File: config.mk
export PLATFORM = sky130hd
export DESIGN_NAME = uart_rx_fifo
export DESIGN_NICKNAME = d
export VERILOG_FILES = /design/src/rtl/uart_rx_fifo.sv
export SDC_FILE = /design/constraint.sdc
export NUM_CORES = 1
export LEC_CHECK = 0
export ABC_AREA = 1
export CAP_MARGIN = 30
export CORE_MARGIN = 1
export CORE_UTILIZATION = 50
export CTS_CLUSTER_SIZE = 10
export DETAILED_ROUTE_END_ITERATION = 10
export HOLD_SLACK_MARGIN = 0.06
export PLACE_DENSITY = 0.7
export SYNTH_ARGS = -nofsm -noshare
export SYNTH_HDL_FRONTEND = slang
export SYNTH_SLANG_ARGS = --single-unit
File: constraint.sdc
create_clock -name clk -period 5.4 [get_ports clk]
set_clock_uncertainty 0.15 [all_clocks]
set_input_delay 1.08 -clock clk [delete_from_list [all_inputs] [get_ports clk]]
set_output_delay 1.08 -clock clk [all_outputs]
set_load 0.005 [all_outputs]
File: src/rtl/uart_rx_fifo.sv
`default_nettype none
// +-----------------------------------------------------------------------------+
// | Module   : uart_rx_fifo                                                     |
// | Purpose  : oversampling 8N1 UART receiver with majority vote, break/glitch  |
// |            handling and a show-ahead byte FIFO popped by ready/ack.         |
// | Options  : UART_RX_PARITY_EN adds an even-parity bit before the stop bit.   |
// | Revision : 1.0  initial release                                             |
// +-----------------------------------------------------------------------------+
module uart_rx_fifo #(
    parameter int BIT_PERIOD = 1250,
    parameter int DEPTH      = 8
) (
    input  logic                     clk,
    input  logic                     rst,
    input  logic                     rx_pin_i,
    input  logic                     ack_i,
    output logic [7:0]               data_o,
    output logic                     ready_o,
    output logic [$clog2(DEPTH):0]   count_o,
    output logic                     frame_err_o,
    output logic                     overflow_o,
    output logic                     parity_err_o
);
    localparam int c_TW = $clog2(BIT_PERIOD);
    localparam int c_AW = $clog2(DEPTH);

    localparam logic [c_TW-1:0] c_HALF = c_TW'(BIT_PERIOD / 2);
    localparam logic [c_TW-1:0] c_LAST = c_TW'(BIT_PERIOD - 1);
    localparam logic [c_AW:0]   c_FULL = (c_AW + 1)'(DEPTH);

    localparam logic [2:0] c_IDLE   = 3'd0;
    localparam logic [2:0] c_START  = 3'd1;
    localparam logic [2:0] c_DATA   = 3'd2;
    localparam logic [2:0] c_PARITY = 3'd3;
    localparam logic [2:0] c_STOP   = 3'd4;
    localparam logic [2:0] c_BREAK  = 3'd5;

    logic [1:0]      sync_q;
    logic [2:0]      hist_q;
    logic [1:0]      warm_q;
    logic            armed_q;
    logic [2:0]      state_q, state_d;
    logic [c_TW-1:0] timer_q, timer_d;
    logic [2:0]      bit_idx_q, bit_idx_d;
    logic [7:0]      shift_q, shift_d;
    logic            push_q, push_d;
    logic            frame_err_q, frame_err_d;
    logic            overflow_q;
    logic [c_AW-1:0] wr_ptr_q, rd_ptr_q;
    logic [c_AW:0]   count_q;
    logic [7:0]      mem_q [DEPTH];

    logic w_line, w_maj, w_fall, w_tick, w_par_ok, w_pop, w_push_ok;

    assign w_line = sync_q[1];
    assign w_maj  = (hist_q[0] & hist_q[1]) | (hist_q[0] & hist_q[2]) | (hist_q[1] & hist_q[2]);
    // The reset value of the sync chain is not a real observation of the line,
    // so a falling edge only counts once a genuine high has been seen.
    assign w_fall = armed_q & hist_q[1] & ~hist_q[0];
    assign w_tick = (timer_q == c_LAST);

`ifdef UART_RX_PARITY_EN
    logic par_q, par_d;
    logic parity_err_q, parity_err_d;
    assign w_par_ok     = ((^shift_q) == par_q);
    assign parity_err_o = parity_err_q;
`else
    assign w_par_ok     = 1'b1;
    assign parity_err_o = 1'b0;
`endif

    always_comb begin
        state_d     = state_q;
        timer_d     = timer_q;
        bit_idx_d   = bit_idx_q;
        shift_d     = shift_q;
        push_d      = 1'b0;
        frame_err_d = 1'b0;
`ifdef UART_RX_PARITY_EN
        par_d        = par_q;
        parity_err_d = 1'b0;
`endif
        case (state_q)
            c_IDLE: begin
                timer_d = '0;
                if (w_fall) state_d = c_START;
            end
            c_START: begin
                timer_d = timer_q + 1'b1;
                if (timer_q == c_HALF) begin
                    timer_d   = '0;
                    bit_idx_d = '0;
                    state_d   = w_maj ? c_IDLE : c_DATA;
                end
            end
            c_DATA: begin
                timer_d = w_tick ? '0 : timer_q + 1'b1;
                if (w_tick) begin
                    shift_d   = {w_maj, shift_q[7:1]};
                    bit_idx_d = bit_idx_q + 1'b1;
`ifdef UART_RX_PARITY_EN
                    if (bit_idx_q == 3'd7) state_d = c_PARITY;
`else
                    if (bit_idx_q == 3'd7) state_d = c_STOP;
`endif
                end
            end
`ifdef UART_RX_PARITY_EN
            c_PARITY: begin
                timer_d = w_tick ? '0 : timer_q + 1'b1;
                if (w_tick) begin
                    par_d   = w_maj;
                    state_d = c_STOP;
                end
            end
`endif
            c_STOP: begin
                timer_d = w_tick ? '0 : timer_q + 1'b1;
                if (w_tick) begin
                    if (w_maj) begin
                        state_d = c_IDLE;
                        if (w_par_ok) push_d = 1'b1;
`ifdef UART_RX_PARITY_EN
                        else parity_err_d = 1'b1;
`endif
                    end else begin
                        frame_err_d = 1'b1;
                        state_d     = c_BREAK;
                    end
                end
            end
            c_BREAK: begin
                timer_d = '0;
                if (w_line) state_d = c_IDLE;
            end
            default: state_d = c_IDLE;
        endcase
    end

    always_ff @(posedge clk or posedge rst) begin
        if (rst) begin
            sync_q      <= 2'b11;
            hist_q      <= 3'b111;
            warm_q      <= 2'd0;
            armed_q     <= 1'b0;
            state_q     <= c_IDLE;
            timer_q     <= '0;
            bit_idx_q   <= '0;
            shift_q     <= '0;
            push_q      <= 1'b0;
            frame_err_q <= 1'b0;
`ifdef UART_RX_PARITY_EN
            par_q        <= 1'b0;
            parity_err_q <= 1'b0;
`endif
        end else begin
            sync_q      <= {sync_q[0], rx_pin_i};
            hist_q      <= {hist_q[1:0], sync_q[1]};
            warm_q      <= (warm_q == 2'd3) ? warm_q : warm_q + 1'b1;
            armed_q     <= armed_q | ((warm_q == 2'd3) & hist_q[0]);
            state_q     <= state_d;
            timer_q     <= timer_d;
            bit_idx_q   <= bit_idx_d;
            shift_q     <= shift_d;
            push_q      <= push_d;
            frame_err_q <= frame_err_d;
`ifdef UART_RX_PARITY_EN
            par_q        <= par_d;
            parity_err_q <= parity_err_d;
`endif
        end
    end

    // A full FIFO still takes the byte when the head is popped in the same cycle.
    assign w_pop     = ack_i & (count_q != '0);
    assign w_push_ok = push_q & ((count_q != c_FULL) | w_pop);

    always_ff @(posedge clk) begin
        if (w_push_ok) mem_q[wr_ptr_q] <= shift_q;
    end

    always_ff @(posedge clk or posedge rst) begin
        if (rst) begin
            wr_ptr_q   <= '0;
            rd_ptr_q   <= '0;
            count_q    <= '0;
            overflow_q <= 1'b0;
        end else begin
            overflow_q <= push_q & ~w_push_ok;
            if (w_push_ok) wr_ptr_q <= wr_ptr_q + 1'b1;
            if (w_pop)     rd_ptr_q <= rd_ptr_q + 1'b1;
            if (w_push_ok & ~w_pop)      count_q <= count_q + 1'b1;
            else if (~w_push_ok & w_pop) count_q <= count_q - 1'b1;
        end
    end

    assign ready_o     = (count_q != '0);
    assign data_o      = ready_o ? mem_q[rd_ptr_q] : 8'h00;
    assign count_o     = count_q;
    assign frame_err_o = frame_err_q;
    assign overflow_o  = overflow_q;

endmodule
`default_nettype wire

Word-level counts from Yosys, hierarchy flattened. Memories as Yosys holds them, arrays and structs flattened. Cells that the tools add are included.

Bits of input ports: 4. Output and inout port bits: 16. Memories kept: 1. Flip-flop bits (word level): 46. Memory bits (writable): 64. Logic and storage cells: 91.

Memories: mem_q (depth 8, width 8, rd ports 1, clocked after memory_dff 0, write ports 1, RTL line 51) `logic [7:0] mem_q [DEPTH];`.

Bitwise gates (word level): 18. Muxes and demuxes: 26. Equal/unequal tests: 15. Add/subtract/negate cells: 7. Reduce and logical (&&, ||, !) cells: 10.

Operators with widths (number): $pmux W11 S3 (1); $mux W3 (9); $mux W11 (2); $pmux W3 S5 (1); $ne A2 B2 Y1 const B (6); $add A11 B1 Y11 const B (1); $and A1 B1 Y1 (11); $eq A11 B10 Y1 const B (1); $eq A11 B11 Y1 const B (1); $add A3 B1 Y3 const B (3); $eq A3 B3 Y1 const B (3); $mux W1 (8); $mux W4 (2); $mux W8 (1); $pmux W3 S2 (1); $reduce_and A6 Y1 (1); $add A4 B1 Y4 const B (1); $ne A4 B4 Y1 const B (1); $or A1 B1 Y1 (4); $reduce_bool A2 Y1 (2); $reduce_bool A4 Y1 (1); $reduce_or A2 Y1 (2); $sub A4 B1 Y4 const B (1); $eq A3 B1 Y1 const B (1); other kinds (9) (11).

Logic depth before layout (Yosys ltp). Gate-level depths: netlist (run 1).

Depth after elaboration: 8. Depth in mapped cells: 13. Depth with buffers taken out: 13.

Worst setup path after synthesis (run 1). No wires, ideal clock.

Path type: input port to flip-flop. Start point: input ack_i. End point: register count_q[3] (netlist: count_o[3]). Path buffers: 0. Library setup time: 0.121 ns. Setup slack: 2.599 ns. Stages on the path: 13. Arrival time: 2.530 ns. Data required time: 5.129 ns. Cells stage by stage: nor2_1 -> nand3_1 -> nand2_1 -> inv_1 -> ha_1 -> inv_1 -> ha_1 -> a21oi_1 -> nand2_1 -> a21oi_1 -> o21ai_0 -> nand2_1 -> nand2_1.

Word-level cells in the longest chain between the ends: 6. Elaborated cells on any way between the ends: 9. Those cells by class: mux: 1; bitwise: 7; reduce/logical: 1.

RTL lines: from (decl) (RTL line 16) `input logic ack_i,`; $and A1 B1 Y1 * (RTL line 175) `assign w_pop = ack_i & (count_q != '0);`; $or A1 B1 Y1 * (RTL line 176) `assign w_push_ok = push_q & ((count_q != c_FULL) | w_pop);`; $and A1 B1 Y1 * (RTL line 176); named net w_push_ok (RTL line 53) `logic w_line, w_maj, w_fall, w_tick, w_par_ok, w_pop, w_push_ok;`; $not A1 Y1 (RTL line 193) `else if (~w_push_ok & w_pop) count_q <= count_q - 1'b1;`; $and A1 B1 Y1 (RTL line 193); $reduce_bool A2 Y1 (no source line); to (signal assigned) (RTL line 192) `if (w_push_ok & ~w_pop) count_q <= count_q + 1'b1;`; to (signal assigned) (RTL line 193); to (decl) (RTL line 50) `logic [c_AW:0] count_q;`.

Mark *: on every way through the listed nets, which the timed path passes. The rest lies on a longest branch. A chain may end at the register's enable or synchronous reset.

Worst setup path in the final report (run 1).
Start point: register rd_ptr_q[0]. End point: output data_o[0].

Word-level cells in the longest chain between the ends: 2.

RTL lines: from (decl) (RTL line 49) `logic [c_AW-1:0] wr_ptr_q, rd_ptr_q;`; from (signal assigned) (RTL line 191) `if (w_pop) rd_ptr_q <= rd_ptr_q + 1'b1;`; $mem_v2 Z8 W8; $mux W8 (RTL line 198) `assign data_o = ready_o ? mem_q[rd_ptr_q] : 8'h00;`; to (decl) (RTL line 17) `output logic [7:0] data_o,`.

No other way between the ends.

==> results of run 1 <==
[area by class of cell]
type | count | area share
multi-input cells | 327 | 0.318
clock inverters | 7 | 0.0157
flip-flops and latches | 110 | 0.552
repair buffers | 21 | 0.0386
inverters | 35 | 0.0240
clock buffers | 9 | 0.0222
well taps | 133 | 0.0298
[synth_stat cells (3+ instances only)]
library cell | number | area [sq um]
sky130_fd_sc_hd__nor2_1 | 88 | 330
sky130_fd_sc_hd__nand2_2 | 7 | 43.8
sky130_fd_sc_hd__nand2_4 | 4 | 45.0
sky130_fd_sc_hd__dfrtp_1 | 41 | 1030
sky130_fd_sc_hd__inv_1 | 29 | 109
sky130_fd_sc_hd__edfxtp_1 | 64 | 1920
sky130_fd_sc_hd__nand2_1 | 78 | 293
sky130_fd_sc_hd__nor2_4 | 3 | 33.8
sky130_fd_sc_hd__xnor2_1 | 4 | 35.0
sky130_fd_sc_hd__a21oi_1 | 6 | 30.0
sky130_fd_sc_hd__dfstp_2 | 5 | 131
sky130_fd_sc_hd__xor2_1 | 5 | 43.8
sky130_fd_sc_hd__nand3_1 | 18 | 90.1
sky130_fd_sc_hd__o211ai_1 | 9 | 67.6
sky130_fd_sc_hd__buf_2 | 6 | 30.0
sky130_fd_sc_hd__nor3_1 | 6 | 30.0
sky130_fd_sc_hd__a21oi_2 | 9 | 78.8
sky130_fd_sc_hd__o22ai_1 | 8 | 50.1
sky130_fd_sc_hd__clkbuf_1 | 4 | 15.0
sky130_fd_sc_hd__inv_2 | 5 | 18.8
sky130_fd_sc_hd__o21ai_1 | 9 | 45.0
sky130_fd_sc_hd__ha_1 | 10 | 125
sky130_fd_sc_hd__nand4_1 | 7 | 43.8
sky130_fd_sc_hd__o21ai_0 | 39 | 195
[worst max-delay path: stages (launching register included)]
cell and delay [ns]:
sky130_fd_sc_hd__dfrtp_1 0.37, sky130_fd_sc_hd__buf_4 0.23, sky130_fd_sc_hd__inv_1 0.67, sky130_fd_sc_hd__o21ai_0 0.22, sky130_fd_sc_hd__o22ai_1 0.18, sky130_fd_sc_hd__nor2_1 0.08
sky130_fd_sc_hd__nor2_1 0.15, sky130_fd_sc_hd__clkdlybuf4s50_1 0.51
[how the worst min path moves through the flow]
stage	start	end	slack, ns	cells past startpoint
2_1_floorplan	sync_q[0]	sync_q[1]	0.20	0
3_3_place_gp	sync_q[0]	sync_q[1]	0.20	0
3_5_place_dp	sync_q[0]	sync_q[1]	0.20	0
4_1_cts	sync_q[0]	sync_q[1]	0.22	0
5_1_grt	sync_q[0]	sync_q[1]	0.22	0
6_report	sync_q[0]	sync_q[1]	0.21	0
[report_power, final]
group          switching (uW)  internal (uW)  total [uW]
Combinational             232            110         342
Clock                     285            225         510
Sequential               43.4            909         953
Total                     560           1240        1800
[kinds of logic after synthesis]
family / count (synthesis) / share of synthesized area
xor+xnor: 9 / 0.0155
other cells: 1 / 0.000739
buf+inv: 50 / 0.0434
mux: 2 / 0.00444
simple gates: 220 / 0.201
fa+ha+maj: 11 / 0.0286
flops: 110 / 0.607
compound gates: 84 / 0.0987
[metal layers]
| metal | track usage | part of all wire |
|---|---|---|
| met1 | 0.242 | 0.46 |
| met2 | 0.330 | 0.49 |
| met3 | 0.0400 | 0.036 |
| met4 | 0.0692 | 0.0082 |
| met5 | 0 | 0 |
[per-stage QoR]
stage / power (uW) / hold slack (ns) / cell area [sq um]
after floorplan: 1260 / 0.195 / 5070
after global placement: 1310 / 0.198 / 5350
after detailed placement: 1320 / 0.200 / 5350
after CTS: 1830 / 0.215 / 5560
after global routing: 1900 / 0.220 / 5580
final: 1800 / 0.213 / 5580
[state kept, by name (all words and copies together), names as in the netlist]
register / flops
armed_q: 1
bit_idx_q: 3
count_o: 4
frame_err_o: 1
hist_q: 3
mem_q: 64
overflow_o: 1
push_q: 1
rd_ptr_q: 3
shift_q: 8
state_q: 3
sync_q: 2
timer_q: 11
warm_q: 2
wr_ptr_q: 3
==> impl_metrics.yaml, run 1 <==
run_status:
  run_status: "completed"
drt:
  antenna_violating_nets_post_route: 0
  number_of_design_rule_violations_left_by_the_first_detailed_router_iteration: 121
  route.detailed.drc: 0
  firstDrtPassIters: 5
  num_vias: 3336
  route.detailed.wl_per_inst_um: 14.1
  postRouteWirelength_um: 9030
  routed_via_density: 5.20
synth:
  synthesis.area_sq_mm: 0.00507
  synth_cell_types: 41
  syn-num-nets: 502
  synth_warnings: 0
  post_synth_arst_share: 0.418
  synthesis.instances: 487
  synth_enable_flop_cells: 64
  ys_ff_latch: 110
  yosysSeqAreaShare: 0.607
  postSynthAreaPerCell_sq_um: 10.4
  ys.flop_type: "sky130_fd_sc_hd__edfxtp_1"
timing:
  setup_total_negative_slack_ns: 0
  layout_min_cycle_time_ns: 4.01
  rsz0062_at_grt: "no"
  fin_ws_ns: 1.39
  maxClockFrequency_mhz: 249
  timing_worst_slew_pin_value_ns: 0.938
  report.final.slew_viol_count: 0
  final_min_period_over_clock_period: 0.742
  setup-violations-final: 0
  timing.slew.headroom: 0.372
  timing_hold_violations_final: 0
clock_network:
  ctsHtreeMaxLevel: 3
  cts_inserted_buffers: 9
  cts_max_path_buffers: 2
  cts.sinks: 110
  postCtsHoldBufs: 0
  clk-insertion-delay-late_ns: 0.36
  postCtsResizedCells: 0
  cts.clk_slew.worst_paths_ns: 0.10
  tritoncts: "built"
  clockRootBuffer: "sky130_fd_sc_hd__clkbuf_8"
  postCtsSetupRepairBufs: 0
worst_setup_path:
  setup.worst_path.end: "data_o[0]"
  maximum_net_fanout_on_the_critical_path: 34
  timing.rr.end: "count_o[3]"
  r2r_slack_ns: 2.65
  crit_required_ns: 4.17
  worst_setup_path_startpoint: "rd_ptr_q[0]"
  reg2reg_from: "count_o[0]"
  critPathCaptureType: "output port"
  r2r.worst_path.cells: 12
  worstSetupStartpointType: "register"
  worst_ep_arrival_time_ns: 2.78
  worst_setup_path_type: "reg -> out"
cells_and_area:
  finish.cell_count_without_fillers: 642
  fin_nets: 519
  post-route-util: 0.568
  layout-drive-gt1-share: 0.130
  area_growth_pct: 9.99
  most_common_library_cell_in_the_layout_ignoring_fill_and_taps: "sky130_fd_sc_hd__nor2_1"
  area_taken_by_multi_input_logic_gates_sq_mm: 0.00177
  fillCellCount: 886
  regArea_sq_mm: 0.00308
  antenna-diode-count: 0
  layout.cells.most_common_list: "sky130_fd_sc_hd__nor2_1 (88), sky130_fd_sc_hd__nand2_1 (78), sky130_fd_sc_hd__edfxtp_1 (64), sky130_fd_sc_hd__dfrtp_1 (41), sky130_fd_sc_hd__o21ai_0 (39)"
placement:
  dpl_hpwl_um: 6230
  dp_worst_setup_slack_ns: 1.81
  port-buffer-count: 18
  gp_congestion: 0.809
  placedCellCount: 625
die:
  floorplan.die.width_um: 103
  floorplan.rows: 36
  vert_die_dim_um: 103
  placeableCoreArea_sq_mm: 0.00982
  die_area_sq_mm: 0.0105
  effective_utilization_at_floorplan: 0.516
  top_level_ports: 20
hold_path:
  hold_path_class: "reg -> reg"
flow_run:
  timing.max_cap.violations: 0
global_route:
  number_of_global_route_vias_before_repair: 3232
  grt_util_all_layers: 0.192
  grt_first_pass_wirelength_um: 15200
  gr_ovfl_total: 0
  antenna_violations_before_repair: 0
  pin_count_of_the_biggest_net_entering_global_routing: 47
power_and_ir_drop:
  worst_ir_drop_vdd_mv: 0.309
  power_density_mw_per_mm2: 324
  p_leak_uw: 0.00231
(Power assumes the default switching activity.)
==> run 2, diff against run 1 <==
Settings changed: PLACE_DENSITY 0.7 to 0.72.
Clock period 5.4 ns to 3.5 ns, I/O delays scaled along.
==> run 2 against run 1 <==
Combinational power up 58%. Critical path depth unchanged. Global-route usage rose by 1.3 points. Power is 56% higher. Register-to-register slack lost 1.9 ns. Critical path type unchanged. Sequential cell count unchanged. Clock power increased by 57%. Highest routed layer unchanged. First-iteration DRC count up 31%. Die area unchanged. Clock-buffer cell count did not move. Sequential power increased by 54%.
==> impl_metrics.yaml, run 2 (synthesis results as in run 1) <==
die:
  top_level_ports: 20
  placeableCoreArea_sq_mm: 0.00982
  vert_die_dim_um: 103
  floorplan.rows: 36
  die_area_sq_mm: 0.0105
  effective_utilization_at_floorplan: 0.516
  floorplan.die.width_um: 103
clock_network:
  clk-insertion-delay-late_ns: 0.37
  cts_inserted_buffers: 9
  tritoncts: "built"
  cts.sinks: 110
  ctsHtreeMaxLevel: 3
  postCtsHoldBufs: 0
  postCtsSetupRepairBufs: 0
  clockRootBuffer: "sky130_fd_sc_hd__clkbuf_8"
  cts.clk_slew.worst_paths_ns: 0.12
  cts_max_path_buffers: 2
  postCtsResizedCells: 0
power_and_ir_drop:
  power_density_mw_per_mm2: 498
  power.share.clock: 0.284
  power_frac_comb: 0.192
  p_leak_uw: 0.00235
  switching_share: 0.316
  total_power_uw: 2810
  power_report.internal_total_uw: 1920
  worst_ir_drop_vdd_mv: 0.416
  p_seq_frac: 0.524
  power.switching_uw: 889
timing:
  rsz0062_at_grt: "no"
  timing_hold_violations_final: 0
  maxClockFrequency_mhz: 304
  timing_worst_slew_pin_value_ns: 0.792
  final_min_period_over_clock_period: 0.940
  layout_min_cycle_time_ns: 3.29
  setup-violations-final: 0
  timing.slew.headroom: 0.472
  report.final.slew_viol_count: 0
  setup_total_negative_slack_ns: 0
placement:
  gp_congestion: 0.821
  dpl_hpwl_um: 6510
  placedCellCount: 634
  port-buffer-count: 18
global_route:
  gr_ovfl_total: 0
  number_of_global_route_vias_before_repair: 3446
  grt_util_all_layers: 0.205
  antenna_violations_before_repair: 0
  grt_first_pass_wirelength_um: 16200
  pin_count_of_the_biggest_net_entering_global_routing: 47
worst_setup_path:
  worst_path_max_delay_cell: "sky130_fd_sc_hd__dfrtp_1"
  maximum_net_fanout_on_the_critical_path: 22
  worstSetupStartpointType: "register"
  worst_setup_path_type: "reg -> out"
  crit_required_ns: 2.65
  crit_path_max_incr_delay_ns: 0.58
  worst_ep_arrival_time_ns: 2.44
  critPathCaptureType: "output port"
  critPathMostFrequentCell: "sky130_fd_sc_hd__nor2_1"
  cp_cell_sequence: "inv_1 > buf_4 > o21ai_0 > o22ai_1 > nor2_1 > nor2_1 > clkdlybuf4s50_1"
run_status:
  run_status: "completed"
flow_run:
  timing.max_cap.violations: 0
cells_and_area:
  fin_nets: 528
  layout.cells.most_common_list: "sky130_fd_sc_hd__nor2_1 (88), sky130_fd_sc_hd__nand2_1 (78), sky130_fd_sc_hd__edfxtp_1 (64), sky130_fd_sc_hd__dfrtp_1 (41), sky130_fd_sc_hd__o21ai_0 (39)"
  largest_register_ffs: 64
  post-route-util: 0.575
  regMostFlops: "mem_q"
  fillCellCount: 843
  most_common_library_cell_in_the_layout_ignoring_fill_and_taps: "sky130_fd_sc_hd__nor2_1"
  area_growth_pct: 11.3
  leading_registers_by_flop_count: "mem_q: 64 flops, timer_q: 11 flops, shift_q: 8 flops"
  antenna-diode-count: 0
  finish.cell_count_without_fillers: 651
  layout-drive-gt1-share: 0.147
drt:
  firstDrtPassIters: 5
  route.detailed.wl_per_inst_um: 14.5
  num_vias: 3437
  number_of_design_rule_violations_left_by_the_first_detailed_router_iteration: 158
  antenna_violating_nets_post_route: 0
  routed_via_density: 5.28
  route.detailed.drc: 0
  postRouteWirelength_um: 9440
hold_path:
  hold_path_class: "reg -> reg"
run 2: critical path, delay by kind of cell, from the launching register on:
family                 cells  cell delay (ns)
and+or+nand+nor            2             0.25
DFF                        1             0.58
AOI/OAI and AO/OA          2             0.32
buffers and inverters      3             0.91
run 2: layout make-up:
| class | count | area [sq um] | area share |
|---|---|---|---|
| timing repair buffer | 30 | 283 | 0.0501 |
| multi-input combinational | 327 | 1770 | 0.314 |
| inverter | 35 | 134 | 0.0237 |
| tap | 133 | 166 | 0.0295 |
| sequential | 110 | 3080 | 0.545 |
| clock inverter | 7 | 88.8 | 0.0157 |
| clock buffer | 9 | 124 | 0.0219 |
run 2: through the flow:
| stage | instance area (sq um) | setup WS (ns) | hold slack [ns] |
|---|---|---|---|
| 3_5_place_dp | 5410 | 0.370 | 0.200 |
| 4_1_cts | 5630 | 0.227 | 0.214 |
| 3_3_place_gp | 5410 | 0.499 | 0.199 |
| 2_1_floorplan | 5070 | 1.08 | 0.195 |
| 5_1_grt | 5650 | 0.0555 | 0.220 |
| 6_report | 5650 | 0.211 | 0.213 |
run 2: worst paths after layout:
kind,slack [ns],depth (start not counted),startpoint,to
max,0.21,7,rd_ptr_q[0],data_o[0]
min,0.21,0,sync_q[0],sync_q[1]
max reg2reg,0.72,12,count_o[0],count_o[3]
min reg2reg,0.21,0,sync_q[0],sync_q[1]
max in group asynchronous,2.39,3,rst,sync_q[1]
min in group asynchronous,0.34,2,rst,warm_q[0]
run 2: routing by layer:
layer	wire length, um	GRT usage
met1	4050	0.265
met2	4750	0.343
met3	466	0.0346
met4	176	0.0890
met5	0	0
run 2: power groups by stage:
stage | clock, uW | combinational (uW) | sequential (uW)
6_report | 799 | 540 | 1470
5_1_grt | 865 | 612 | 1480
4_1_cts | 815 | 543 | 1470
3_5_place_dp | 0 | 539 | 1500
3_3_place_gp | 0 | 517 | 1500
2_1_floorplan | 0 | 455 | 1490
